===== src/rtl/input_loop_feeder.sv =====
// Purpose: sequences chunked fm/weight buffer reads into a combinational MAC and accumulates one output pixel.
// Latency: start accepted at cycle t -> chunk k read at t+1+k, result valid at t+C+2.
// Backpressure: result held stable in OUT until res_ready_i; new starts only accepted in IDLE.
module input_loop_feeder #(
    parameter int Tn_p = 2,
    parameter int N_p  = 8,
    localparam int C   = (N_p + Tn_p - 1) / Tn_p,
    localparam int AW  = (C > 1) ? $clog2(C) : 1
) (
    input  logic                 clk_i,
    input  logic                 rst_n_i,
    input  logic                 start_i,
    input  logic [31:0]          init_i,
    output logic                 busy_o,
    output logic                 rd_en_o,
    output logic [AW-1:0]        rd_addr_o,
    input  logic [Tn_p*32-1:0]   fm_rd_data_i,
    input  logic [Tn_p*32-1:0]   wt_rd_data_i,
    output logic [Tn_p*32-1:0]   mac_fm_o,
    output logic [Tn_p*32-1:0]   mac_wt_o,
    output logic [31:0]          mac_init_o,
    input  logic [31:0]          mac_sum_i,
    output logic                 res_valid_o,
    output logic [31:0]          res_data_o,
    input  logic                 res_ready_i
);

    // Counters must be able to hold C itself, one more value than the address range.
    localparam int CW = $clog2(C + 1);

    typedef enum logic [1:0] {
        IDLE,
        RUN,
        OUT
    } state_t;

    state_t          state;
    state_t          state_nxt;
    logic [CW-1:0]   rd_cnt;
    logic [CW-1:0]   acc_cnt;
    logic [AW-1:0]   dv_idx;
    logic            dv;
    logic [31:0]     acc;
    logic            rd_en;

    // Reads issue back to back while chunks remain; nothing is read outside RUN.
    assign rd_en = (state == RUN) && (rd_cnt < CW'(C));

    // State register.
    always_ff @(posedge clk_i or negedge rst_n_i) begin
        if (!rst_n_i) begin
            state <= IDLE;
        end else begin
            state <= state_nxt;
        end
    end

    // Next-state: leave RUN once the last chunk's MAC result is captured.
    always_comb begin
        state_nxt = state;
        case (state)
            IDLE: begin
                if (start_i) begin
                    state_nxt = RUN;
                end
            end
            RUN: begin
                if (dv && (acc_cnt == CW'(C - 1))) begin
                    state_nxt = OUT;
                end
            end
            OUT: begin
                if (res_ready_i) begin
                    state_nxt = IDLE;
                end
            end
            default: state_nxt = IDLE;
        endcase
    end

    // Read/accumulate bookkeeping; dv and dv_idx track the chunk whose data arrives next cycle.
    always_ff @(posedge clk_i or negedge rst_n_i) begin
        if (!rst_n_i) begin
            rd_cnt  <= '0;
            acc_cnt <= '0;
            dv_idx  <= '0;
            dv      <= 1'b0;
            acc     <= '0;
        end else begin
            dv <= rd_en;
            if (rd_en) begin
                rd_cnt <= rd_cnt + CW'(1);
                dv_idx <= rd_cnt[AW-1:0];
            end
            if ((state == IDLE) && start_i) begin
                acc     <= init_i;
                rd_cnt  <= '0;
                acc_cnt <= '0;
            end else if (dv) begin
                acc     <= mac_sum_i;
                acc_cnt <= acc_cnt + CW'(1);
            end
        end
    end

    // Zero lanes past the last real channel so the padded tail contributes nothing.
    always_comb begin
        mac_fm_o = fm_rd_data_i;
        mac_wt_o = wt_rd_data_i;
        for (int j = 0; j < Tn_p; j++) begin
            if ((int'(dv_idx) * Tn_p + j) >= N_p) begin
                mac_fm_o[j*32 +: 32] = 32'h0;
                mac_wt_o[j*32 +: 32] = 32'h0;
            end
        end
    end

    assign busy_o      = (state != IDLE);
    assign rd_en_o     = rd_en;
    assign rd_addr_o   = rd_en ? rd_cnt[AW-1:0] : '0;
    assign mac_init_o  = acc;
    assign res_valid_o = (state == OUT);
    assign res_data_o  = (state == OUT) ? acc : 32'h0;

endmodule

===== config.mk =====
export PLATFORM = sky130hd
export DESIGN_NAME = input_loop_feeder
export DESIGN_NICKNAME = d
export VERILOG_FILES = /design/src/rtl/input_loop_feeder.sv
export SDC_FILE = /design/constraint.sdc
export NUM_CORES = 1
export LEC_CHECK = 0
export BUFFER_PORTS_ARGS = -buffer_cell sky130_fd_sc_hd__clkbuf_2
export CAP_MARGIN = 0
export CORE_AREA = 2 2 153 155
export DETAILED_ROUTE_END_ITERATION = 6
export DIE_AREA = 0 0 155 157
export PLACE_DENSITY = 0.38
export RECOVER_POWER = 100
export SLEW_MARGIN = 20
export SYNTH_ARGS = -nofsm -noshare
export SYNTH_HDL_FRONTEND = slang
export SYNTH_SLANG_ARGS = --single-unit

===== constraint.sdc =====
create_clock -name clk_i -period 1.1 [get_ports clk_i]
set_input_delay 0.055 -clock clk_i [delete_from_list [all_inputs] [get_ports clk_i]]
set_output_delay 0.055 -clock clk_i [all_outputs]
set_load 0.01 [all_outputs]

==> results.sh <==
export IMPL_status="complete, but fails checks"
export IMPL_violations="setup timing"
export IMPL_pwr_share_seq_pct=42.1
export IMPL_syn_num_nets=546
export IMPL_cpPeakStageDelay_ps=370
export IMPL_clkPwrFrac_pct=22.9
export IMPL_cts_tree="built"
export IMPL_path_max_fanout=19
export IMPL_hp_start="mac_sum_i[1]"
export IMPL_critPathKind="flip-flop to output pin"
export IMPL_final_nets=617
export IMPL_first_pass_iters=4
export IMPL_leakage_nw=1.93
export IMPL_synth_seq_cells=41
export IMPL_relSlewSlack_pct=62.9
export IMPL_design_area_mm2=0.00451
export IMPL_rr_worst_depth=7
export IMPL_max_vdd_ir_drop_mv=0.836
export IMPL_crit_required_ps=1040
export IMPL_grt_pass1_vias=2515
export IMPL_gr_usage_all_layers_pct=8.16
export IMPL_rr_startpoint="state[1]"
export IMPL_final_core_util_pct=20.0
export IMPL_rsz0062_at_grt="true"
export IMPL_intPower_mw=4.24
export IMPL_layout_min_cycle_time_ps=1440
export IMPL_setup_viol=74
export IMPL_vias=2468
export IMPL_power_switching_mw=2.40
export IMPL_coreArea_mm2=0.0225
export IMPL_die_w_um=155
export IMPL_yosysWarnings=0
export IMPL_path_clk_slew_ps=70
export IMPL_swShare_pct=36.2
export IMPL_max_cap_viol_count=0
export IMPL_cpLargestDelayFamily="simple AND/OR/NAND/NOR gates"
export IMPL_finalSetupTns_ps=-21040
export IMPL_timing_hold_violations_final=0
export IMPL_insertion_delay_ps=290
export IMPL_startpoint_type="flip-flop"
export IMPL_h_tree_depth=2
export IMPL_worst_pin_slew_ps=556
export IMPL_critPathArrivalTime_ps=1380
export IMPL_io_pin_count=393
export IMPL_hold_depth=3
export IMPL_syn2layout_area_growth_pct=44.3
export IMPL_clock_sinks=41
export IMPL_drive_gt1_share_pct=52.2
export IMPL_drc=0
export IMPL_timing_clock_skew_ps=8.85
export IMPL_drv_slew=0
export IMPL_cp_end_kind="output pin"
export IMPL_worstPathBufferInverterCount=2
export IMPL_wl_per_cell_um=14.4
export IMPL_worst_path_max_delay_cell="dfrtp_1"
export IMPL_comb_power_share_pct=35.0
export IMPL_grt_pass1_wl_um=14700
export IMPL_fin_ws_ps=-338
export IMPL_syn_cell_area_mm2=0.00312
export IMPL_seq_area_frac_synth_pct=32.9
export IMPL_dieArea_mm2=0.0243
export IMPL_post_route_period_util_pct=131
export IMPL_gp_congestion=0.632
export IMPL_rows=55
export IMPL_cts_buffers=5
export IMPL_hp_class="input pin to flip-flop"
export IMPL_fp_dieH_um=157
export IMPL_regToRegSetupSlack_ps=-320
export IMPL_max_clock_freq_ghz=0.695
export IMPL_worst_hold_path_endpoint="mac_init_o[1]"
export IMPL_hpwl_um=6510
export IMPL_syn_inst=347
export IMPL_num_fill_cells=2476
export IMPL_crit_chain="and2b_4 > buf_12 > and2_1 > buf_2"
export IMPL_power_density_mw_per_mm2=1470
export IMPL_drt_iter0_drc=61
export IMPL_placed_area_mm2=0.00325
export IMPL_antenna_found_initial=0
export IMPL_antennaDiodeCount=0
export IMPL_clk_path_buf_depth=2
export IMPL_syn_area_per_cell_um2=9.00
export IMPL_reg2reg_to="mac_init_o[24]"
export IMPL_drt_vias_per_instance=3.51
export IMPL_portBuffers=136
export IMPL_start_util_pct=13.9
export IMPL_synthDistinctLibCells=27
export IMPL_overflow=0
export IMPL_cts_root_buf="clkbuf_16"
export IMPL_grt_max_degree=22
export IMPL_ant_nets=0
export IMPL_drt_wl_total_um=10100
==> cell type report <==
class / count / area (um^2) / share of cell area, %
timing repair buffer: 208 / 1710 / 38.0
clock buffer: 7 / 143 / 3.16
tap: 285 / 357 / 7.91
multi-input combinational: 159 / 1260 / 27.9
inverter: 3 / 11.3 / 0.250
sequential: 41 / 1030 / 22.8
==> what timing repair did <==
action / in CTS / in global routing
buffers inserted: 15 / 4
hold buffers: 34 / 0
resized for setup: 97 / 67
hold endpoints to repair: 74 / 0
gates cloned: 10 / 0
setup endpoints to repair: 75 / 77
pin swaps: 26 / 7
==> power groups by stage <==
stage / Combinational (mW) / Clock, mW / Sequential [mW]
final: 2.32 / 1.52 / 2.80
after global routing: 2.59 / 1.68 / 2.92
after CTS: 2.49 / 1.61 / 2.80
after detailed placement: 2.12 / 0 / 2.81
after global placement: 2.11 / 0 / 2.79
after floorplan: 1.30 / 0 / 2.93
==> per-stage QoR <==
stage	hold WS (ps)	setup WS, ps	total power [mW]	std cells
floorplan	-241	-50.4	4.23	347
global placement	77.7	-148	4.90	636
detailed placement	80.8	-146	4.93	636
CTS	19.8	-388	6.91	702
global route	37.0	-442	7.19	703
finish	41.4	-338	6.64	703
==> placed cells by master, fill, tap and decap left out, types with 3 or more instances in the layout <==
master	count
and2_1	19
and2_4	14
buf_12	9
buf_16	8
buf_2	18
buf_4	4
buf_6	28
buf_8	4
clkbuf_1	32
clkbuf_16	5
clkbuf_2	72
dfrtp_1	40
dlygate4sd3_1	34
mux2i_1	33
nand2_1	13
nand2_2	18
nand2_4	3
nand3_1	4
nor2_2	3
o21ai_1	16
o21ai_2	18
==> worst min-delay path: cells and delay by family <==
kind | cells | cell delay [ps]
AOI/OAI and AO/OA | 1 | 100
buffers and inverters | 1 | 80
muxes | 1 | 70
==> flip-flops by register name, indices dropped and copies added (netlist names) <==
signal      flops
state           2
mac_init_o     32
acc_cnt         3
rd_cnt          3
dv              1
==> kinds of logic after synthesis <==
kind of cell	count (synthesis)	share of synthesized area [%]
AOI/OAI and AO/OA	38	6.41
adders and majority gates	3	1.20
and+or+nand+nor	83	13.8
muxes	34	10.9
buffers and inverters	147	34.5
xor gates and xnor gates	1	0.280
DFF	41	32.9
==> metal layers <==
metal,vias up,global-route usage (%),share of wire (%)
met5,-,0,0
met4,0,4.50,4.0
met3,51,2.84,7.8
met2,133,13.1,47
met1,1150,9.53,41
li1,1134,-,-
==> Yosys cell counts, drive strengths merged <==
master | number | share of area, %
mux2 | 1 | 0.36
and2b | 1 | 0.24
xnor2 | 1 | 0.28
dfrtp | 41 | 33
nand2 | 34 | 4.1
and3 | 2 | 0.40
o21ai | 34 | 5.4
nor2b | 2 | 0.40
clkbuf | 4 | 0.56
or2 | 1 | 0.20
a22o | 1 | 0.28
nand3 | 4 | 0.64
mux2i | 33 | 11
buf | 140 | 34
nor3b | 1 | 0.60
a21o | 1 | 0.24
o21bai | 1 | 0.24
and2 | 33 | 6.6
inv | 3 | 0.36
o22ai | 1 | 0.20
nor2 | 4 | 0.48
nor3 | 1 | 0.16
ha | 3 | 1.2
==> how the worst max path moves through the flow <==
stage | from | to | slack, ps | depth (start not counted)
CTS | state[0] | res_data_o[1] | -390 | 4
floorplan | acc_cnt[0] | acc_cnt[2] | -50 | 4
detailed placement | state[0] | res_data_o[4] | -150 | 4
global placement | state[0] | res_data_o[29] | -150 | 4
finish | state[0] | res_data_o[16] | -340 | 4
global route | state[0] | mac_init_o[23] | -440 | 8
Power figures use the tool's default switching activity.
